==> src/rtl/mem_arbiter_if.sv <==
// Request/return bus between fetch/MEM stages, the arbiter and the memory.
// master = arbiter side, slave = pipeline and memory side.
interface mem_arbiter_if;
  logic        if_req;
  logic [15:0] if_addr;
  logic        if_cancel;
  logic        if_gnt;
  logic        if_rvalid;
  logic [15:0] if_rdata;
  logic        d_req;
  logic        d_we;
  logic [15:0] d_addr;
  logic [15:0] d_wdata;
  logic        d_gnt;
  logic        d_rvalid;
  logic [15:0] d_rdata;
  logic        mem_en;
  logic        mem_we;
  logic [15:0] mem_addr;
  logic [15:0] mem_wdata;
  logic [15:0] mem_rdata;

  modport master (
    input  if_req, if_addr, if_cancel,
    input  d_req, d_we, d_addr, d_wdata,
    input  mem_rdata,
    output if_gnt, if_rvalid, if_rdata,
    output d_gnt, d_rvalid, d_rdata,
    output mem_en, mem_we, mem_addr, mem_wdata
  );

  modport slave (
    output if_req, if_addr, if_cancel,
    output d_req, d_we, d_addr, d_wdata,
    output mem_rdata,
    input  if_gnt, if_rvalid, if_rdata,
    input  d_gnt, d_rvalid, d_rdata,
    input  mem_en, mem_we, mem_addr, mem_wdata
  );
endinterface

==> src/rtl/mem_arbiter.sv <==
// IF/D arbiter for one single-port fixed-latency memory, one access in flight.
// Optional IF anti-starvation guard: define ARB_STARVE_GUARD_EN.
module mem_arbiter #(
  parameter int MEM_LAT    = 1,
  parameter int STARVE_MAX = 3
) (
  input logic          clk,
  input logic          rst,
  mem_arbiter_if.master bus
);

  if (MEM_LAT < 1 || MEM_LAT > 4 || STARVE_MAX < 1) begin : g_bad_param
    $error("mem_arbiter: illegal parameter value");
  end

  typedef enum logic {IDLE, BUSY} state_t;

  state_t     state;
  logic [2:0] lat_cnt;
  logic       owner_d;
  logic       owner_wr;
  logic       cancel;

  logic ret;
  logic opp;
  logic pick_d;
  logic issue;
  logic dg;
  logic ig;

`ifdef ARB_STARVE_GUARD_EN
  localparam int SW = $clog2(STARVE_MAX + 1);
  logic [SW-1:0] starve_cnt;
`endif

  always_comb begin
    ret    = (state == BUSY) && (lat_cnt == 3'd1);
    opp    = !rst && ((state == IDLE) || ret);
`ifdef ARB_STARVE_GUARD_EN
    pick_d = bus.d_req &&
             !(bus.if_req && (starve_cnt == SW'(STARVE_MAX)));
`else
    pick_d = bus.d_req;
`endif
    issue  = opp && (bus.if_req || bus.d_req);
    dg     = issue && pick_d;
    ig     = issue && !pick_d;
    bus.d_gnt     = dg;
    bus.if_gnt    = ig;
    bus.mem_en    = issue;
    bus.mem_we    = dg && bus.d_we;
    bus.mem_addr  = dg ? bus.d_addr : (ig ? bus.if_addr : 16'h0);
    bus.mem_wdata = dg ? bus.d_wdata : 16'h0;
    bus.d_rvalid  = !rst && ret && owner_d;
    // a cancel arriving in the return cycle itself still kills it
    bus.if_rvalid = !rst && ret && !owner_d &&
                    !cancel && !bus.if_cancel;
  end

  always_ff @(posedge clk) begin
    if (rst) begin
      state        <= IDLE;
      lat_cnt      <= 3'd0;
      owner_d      <= 1'b0;
      owner_wr     <= 1'b0;
      cancel       <= 1'b0;
      bus.if_rdata <= 16'h0;
      bus.d_rdata  <= 16'h0;
    end else begin
      if (bus.if_rvalid)
        bus.if_rdata <= bus.mem_rdata;
      if (ret && owner_d && !owner_wr)
        bus.d_rdata <= bus.mem_rdata;
      if (issue) begin
        state    <= BUSY;
        lat_cnt  <= 3'(MEM_LAT);
        owner_d  <= pick_d;
        owner_wr <= dg && bus.d_we;
        cancel   <= 1'b0;
      end else if (ret) begin
        state   <= IDLE;
        lat_cnt <= 3'd0;
      end else if (state == BUSY) begin
        lat_cnt <= lat_cnt - 3'd1;
        if (!owner_d && bus.if_cancel)
          cancel <= 1'b1;
      end
    end
  end

`ifdef ARB_STARVE_GUARD_EN
  always_ff @(posedge clk) begin
    if (rst)
      starve_cnt <= '0;
    else if (!bus.if_req || ig)
      starve_cnt <= '0;
    else if (dg && starve_cnt != SW'(STARVE_MAX))
      starve_cnt <= starve_cnt + 1'b1;
  end
`endif

endmodule
==> src/flat_wrapper.sv <==
// flat-port wrapper written by rule: the top's interface ports become plain ports
module mem_arbiter_flat 
#(
  parameter int MEM_LAT    = 1,
  parameter int STARVE_MAX = 3
)
  (clk, rst, bus_if_req, bus_if_addr, bus_if_cancel, bus_d_req, bus_d_we, bus_d_addr, bus_d_wdata, bus_mem_rdata, bus_if_gnt, bus_if_rvalid, bus_if_rdata, bus_d_gnt, bus_d_rvalid, bus_d_rdata, bus_mem_en, bus_mem_we, bus_mem_addr, bus_mem_wdata);
  mem_arbiter_if bus_i ();
  input logic clk;
  input logic rst;
  input wire logic [$bits(bus_i.if_req)-1:0] bus_if_req;
  input wire logic [$bits(bus_i.if_addr)-1:0] bus_if_addr;
  input wire logic [$bits(bus_i.if_cancel)-1:0] bus_if_cancel;
  input wire logic [$bits(bus_i.d_req)-1:0] bus_d_req;
  input wire logic [$bits(bus_i.d_we)-1:0] bus_d_we;
  input wire logic [$bits(bus_i.d_addr)-1:0] bus_d_addr;
  input wire logic [$bits(bus_i.d_wdata)-1:0] bus_d_wdata;
  input wire logic [$bits(bus_i.mem_rdata)-1:0] bus_mem_rdata;
  output wire logic [$bits(bus_i.if_gnt)-1:0] bus_if_gnt;
  output wire logic [$bits(bus_i.if_rvalid)-1:0] bus_if_rvalid;
  output wire logic [$bits(bus_i.if_rdata)-1:0] bus_if_rdata;
  output wire logic [$bits(bus_i.d_gnt)-1:0] bus_d_gnt;
  output wire logic [$bits(bus_i.d_rvalid)-1:0] bus_d_rvalid;
  output wire logic [$bits(bus_i.d_rdata)-1:0] bus_d_rdata;
  output wire logic [$bits(bus_i.mem_en)-1:0] bus_mem_en;
  output wire logic [$bits(bus_i.mem_we)-1:0] bus_mem_we;
  output wire logic [$bits(bus_i.mem_addr)-1:0] bus_mem_addr;
  output wire logic [$bits(bus_i.mem_wdata)-1:0] bus_mem_wdata;
  assign bus_i.if_req = bus_if_req;
  assign bus_i.if_addr = bus_if_addr;
  assign bus_i.if_cancel = bus_if_cancel;
  assign bus_i.d_req = bus_d_req;
  assign bus_i.d_we = bus_d_we;
  assign bus_i.d_addr = bus_d_addr;
  assign bus_i.d_wdata = bus_d_wdata;
  assign bus_i.mem_rdata = bus_mem_rdata;
  assign bus_if_gnt = bus_i.if_gnt;
  assign bus_if_rvalid = bus_i.if_rvalid;
  assign bus_if_rdata = bus_i.if_rdata;
  assign bus_d_gnt = bus_i.d_gnt;
  assign bus_d_rvalid = bus_i.d_rvalid;
  assign bus_d_rdata = bus_i.d_rdata;
  assign bus_mem_en = bus_i.mem_en;
  assign bus_mem_we = bus_i.mem_we;
  assign bus_mem_addr = bus_i.mem_addr;
  assign bus_mem_wdata = bus_i.mem_wdata;
  mem_arbiter #(.MEM_LAT(MEM_LAT), .STARVE_MAX(STARVE_MAX)) u_core (.clk(clk), .rst(rst), .bus(bus_i));
endmodule
==> config.mk <==
export PLATFORM = sky130hd
export DESIGN_NAME = mem_arbiter_flat
export DESIGN_NICKNAME = d
export VERILOG_FILES = /design/src/rtl/mem_arbiter_if.sv /design/src/rtl/mem_arbiter.sv /design/src/flat_wrapper.sv
export SDC_FILE = /design/constraint.sdc
export NUM_CORES = 1
export LEC_CHECK = 0
export CAP_MARGIN = 20
export CORE_UTILIZATION = 40
export CTS_CLUSTER_DIAMETER = 200
export CTS_CLUSTER_SIZE = 8
export DETAILED_ROUTE_END_ITERATION = 8
export DONT_BUFFER_PORTS = 1
export PLACE_DENSITY_LB_ADDON = 0.1
export RECOVER_POWER = 25
export SLEW_MARGIN = 20
export SYNTH_ARGS = -nofsm -noshare
export SYNTH_HDL_FRONTEND = slang
export SYNTH_SLANG_ARGS = --single-unit
==> constraint.sdc <==
create_clock -name clk -period 2.9 [get_ports clk]
set_clock_uncertainty 0.2 [all_clocks]
set_input_delay 0.29 -clock clk [delete_from_list [all_inputs] [get_ports clk]]
set_output_delay 0.29 -clock clk [all_outputs]
set_load 0.1 [all_outputs]
==> results_dict.tcl <==
set metrics [dict create \
    outcome "completed" \
    whs_ns 0.02900 \
    clockBufferDepth 2 \
    nFillCells 385 \
    cp_top_family "simple AND/OR/NAND/NOR gates" \
    dr.pass1.iters 4 \
    cts.sinks 39 \
    hold_class "in -> reg" \
    core_area_mm2 0.004786 \
    drive_gt1_share_pct 34.06 \
    cts_made_buffers 5 \
    cts_resized 0 \
    required_ns 2.41 \
    powerDensity_mw_per_mm2 475.4 \
    ys_ff_latch 39 \
    hpwl_mm 4.421 \
    grtUsageMet3_pct 5.939 \
    grt_pass1_wl_mm 8.321 \
    start_util_pct 41.93 \
    routed_wl_mm 5.576 \
    drc 0 \
    pin_count 140 \
    leakagePower_nw 1.308 \
    numPortBuffers 0 \
    cts.htree.levels 2 \
    met2_usage_pct 41.02 \
    path_cells "inv_8 -> or4_1 -> inv_1 -> buf_12" \
    grt_pass1_vias 1794 \
    busiest_layer "met2" \
    synth_common_cells "dfxtp_1, nand2_1, and2_1, mux2i_1, a22o_1" \
    drt_iter0_drc 39 \
    synth_edf_count 0 \
    synth_largest_area_cell "dfxtp_1" \
    syn-num-nets 276 \
    max_slew_margin_pct 17.23 \
    antenna_cells 0 \
    seq_area_um2 780.7 \
    hold_viol_final 0 \
    finalSetupTns_ns 0 \
    crit_buf_inv 3 \
    grt_usage_pct 20.92 \
    synth_warnings 0 \
    post_drt_wl_per_cell_um 16.26 \
    fin_crit_sh_pct 93.76 \
    post-route-util_pct 66.30 \
    synth_seq_area_share_pct 38.90 \
    critPathLaunchType "flop" \
    min_period_ns 2.719 \
    grt_start_max_net_pins 37 \
    slowest_stage "or4_1" \
    antenna_found_initial 0 \
    synth_ff_type "dfxtp_1" \
    clk_pin_slew_ns 0.07 \
    crit_arrival_ns 2.23 \
    fin_nets 347 \
    place_congestion 0.7615 \
    worstMarginPinSlew_ns 1.241 \
    grt_use_met1_pct 20.12 \
    fmax_ghz 0.3678 \
    rsz0062_at_grt "false" \
    final_cell_count_no_fill 343 \
    die-area_mm2 0.005304 \
    cap_violations 0 \
    cts_tree "done" \
    synth.most_common_cell "dfxtp_1" \
    synth_area_leaders "dfxtp_1, mux2i_1, a22o_1, mux2_4, nand2_1" \
    path_class "reg -> out" \
    cts-root-buf "clkbuf_8" \
    finalSetupViolCount 0 \
    areaGrowthSynthToFinish_pct 58.10 \
    via_per_inst 5.155 \
    netlist_area_mm2 0.002007 \
    worstSkewPairLatency_ns 0.28 \
    netlist_instances 204 \
    avgSynthCellArea_um2 9.838 \
    crit_path_end_kind "output port" \
    die_y_um 72.83 \
    slowest_delay_ns 0.77 \
    grt_overflow 0 \
    multi_input_comb_area_mm2 0.001152 \
    slew_viol_final 0 \
    ys_async_sr_fraction_pct 0 \
    vias 1768 \
    ir_drop_v 0.0002611 \
    row_count 25 \
    fp.dieW_um 72.83 \
    postRouteAntennaNets 0 \
    dp_cells 316 \
    cp_max_fo 10 \
    synth_top_area_share_pct 38.90 \
    synth.distinct_cells 37 \
]
## cell families (layout without fill, tap and decap cells)
logic type               count (synthesis)  after routing  share of synthesized area, %
adder cells (fa/ha/maj)                  2              2                         1.247
AND/OR/NAND/NOR                         82             82                         22.63
buffers and inverters                   22             94                         6.608
multiplexers                            33             33                         19.14
AO/OA/AOI/OAI                           26             26                         11.47
flip-flops                              39             39                         38.90
## flip-flops by register name (all words and copies together), names as in the netlist
name                 cells
u_core.state             1
u_core.bus.if_rdata     16
u_core.owner_wr          1
u_core.owner_d           1
u_core.bus.d_rdata      16
u_core.lat_cnt           3
u_core.cancel            1
## worst reg2reg max path: stages, from the launching register on
cell and delay, ns:
dfxtp_1 0.72, inv_8 0.07, or4_1 0.77, buf_4 0.27, mux2_4 0.30
## path summary, 6_finish.rpt
kind         cells past startpoint  slack, ns                endpoint           from
max                              4       0.18           bus_if_rvalid   u_core.state
min                              2       0.03            u_core.state     bus_if_req
max reg2reg                      4       0.47  u_core.bus.if_rdata[9]   u_core.state
min reg2reg                      2       0.27           u_core.cancel  u_core.cancel
## metal layers
metal,routed length [µm],part of all wire [%]
met5,0,0
met4,125,2.2
met3,437,7.8
met2,3085,55
met1,1928,35
## placed cells by master (no fill, tap or decap), types with 2 or more instances in the layout
cell and count:
a21oi_1 2, nand2_1 36, nor4_4 2, and2_2 7
dlygate4sd3_1 19, nor2_1 4, nor2b_1 7, clkbuf_8 7
and2b_2 5, inv_1 7, buf_4 8, a22o_2 9
mux2_2 7, mux2_4 9, dfxtp_1 39, and2_1 10
clkbuf_1 17, and2b_1 4, a22o_1 7, mux2i_1 17
ha_1 2, buf_12 34
## power breakdown
part / switching (W) / internal, W / total, W
Sequential: 0.0000439 / 0.000552 / 0.000596
Combinational: 0.000345 / 0.000173 / 0.000518
Clock: 0.000178 / 0.000217 / 0.000395
Total: 0.000567 / 0.000942 / 0.00151
## stage by stage
step	total power, W	setup slack [ns]	cell area [µm²]
6_report	0.001509	0.1810	3173
5_1_grt	0.001558	0.05399	3173
4_1_cts	0.001525	0.1886	3233
3_5_place_dp	0.001109	0.4946	2943
3_3_place_gp	0.001100	0.5511	2943
2_1_floorplan	0.0009616	-0.02062	2042
## repair_timing
item                                   in CTS  in global routing
endpoints found under the hold margin      36                  0
buffers inserted                            0                  0
hold buffers                               19                  0
## layout make-up
class / count / share of cell area (%)
Clock buffer: 8 / 3.155
Inverter: 8 / 1.183
Multi-Input combinational cell: 143 / 36.32
Sequential cell: 39 / 24.61
Tap cell: 67 / 2.642
Timing Repair Buffer: 78 / 32.10
Power figures use the tool's default switching activity.
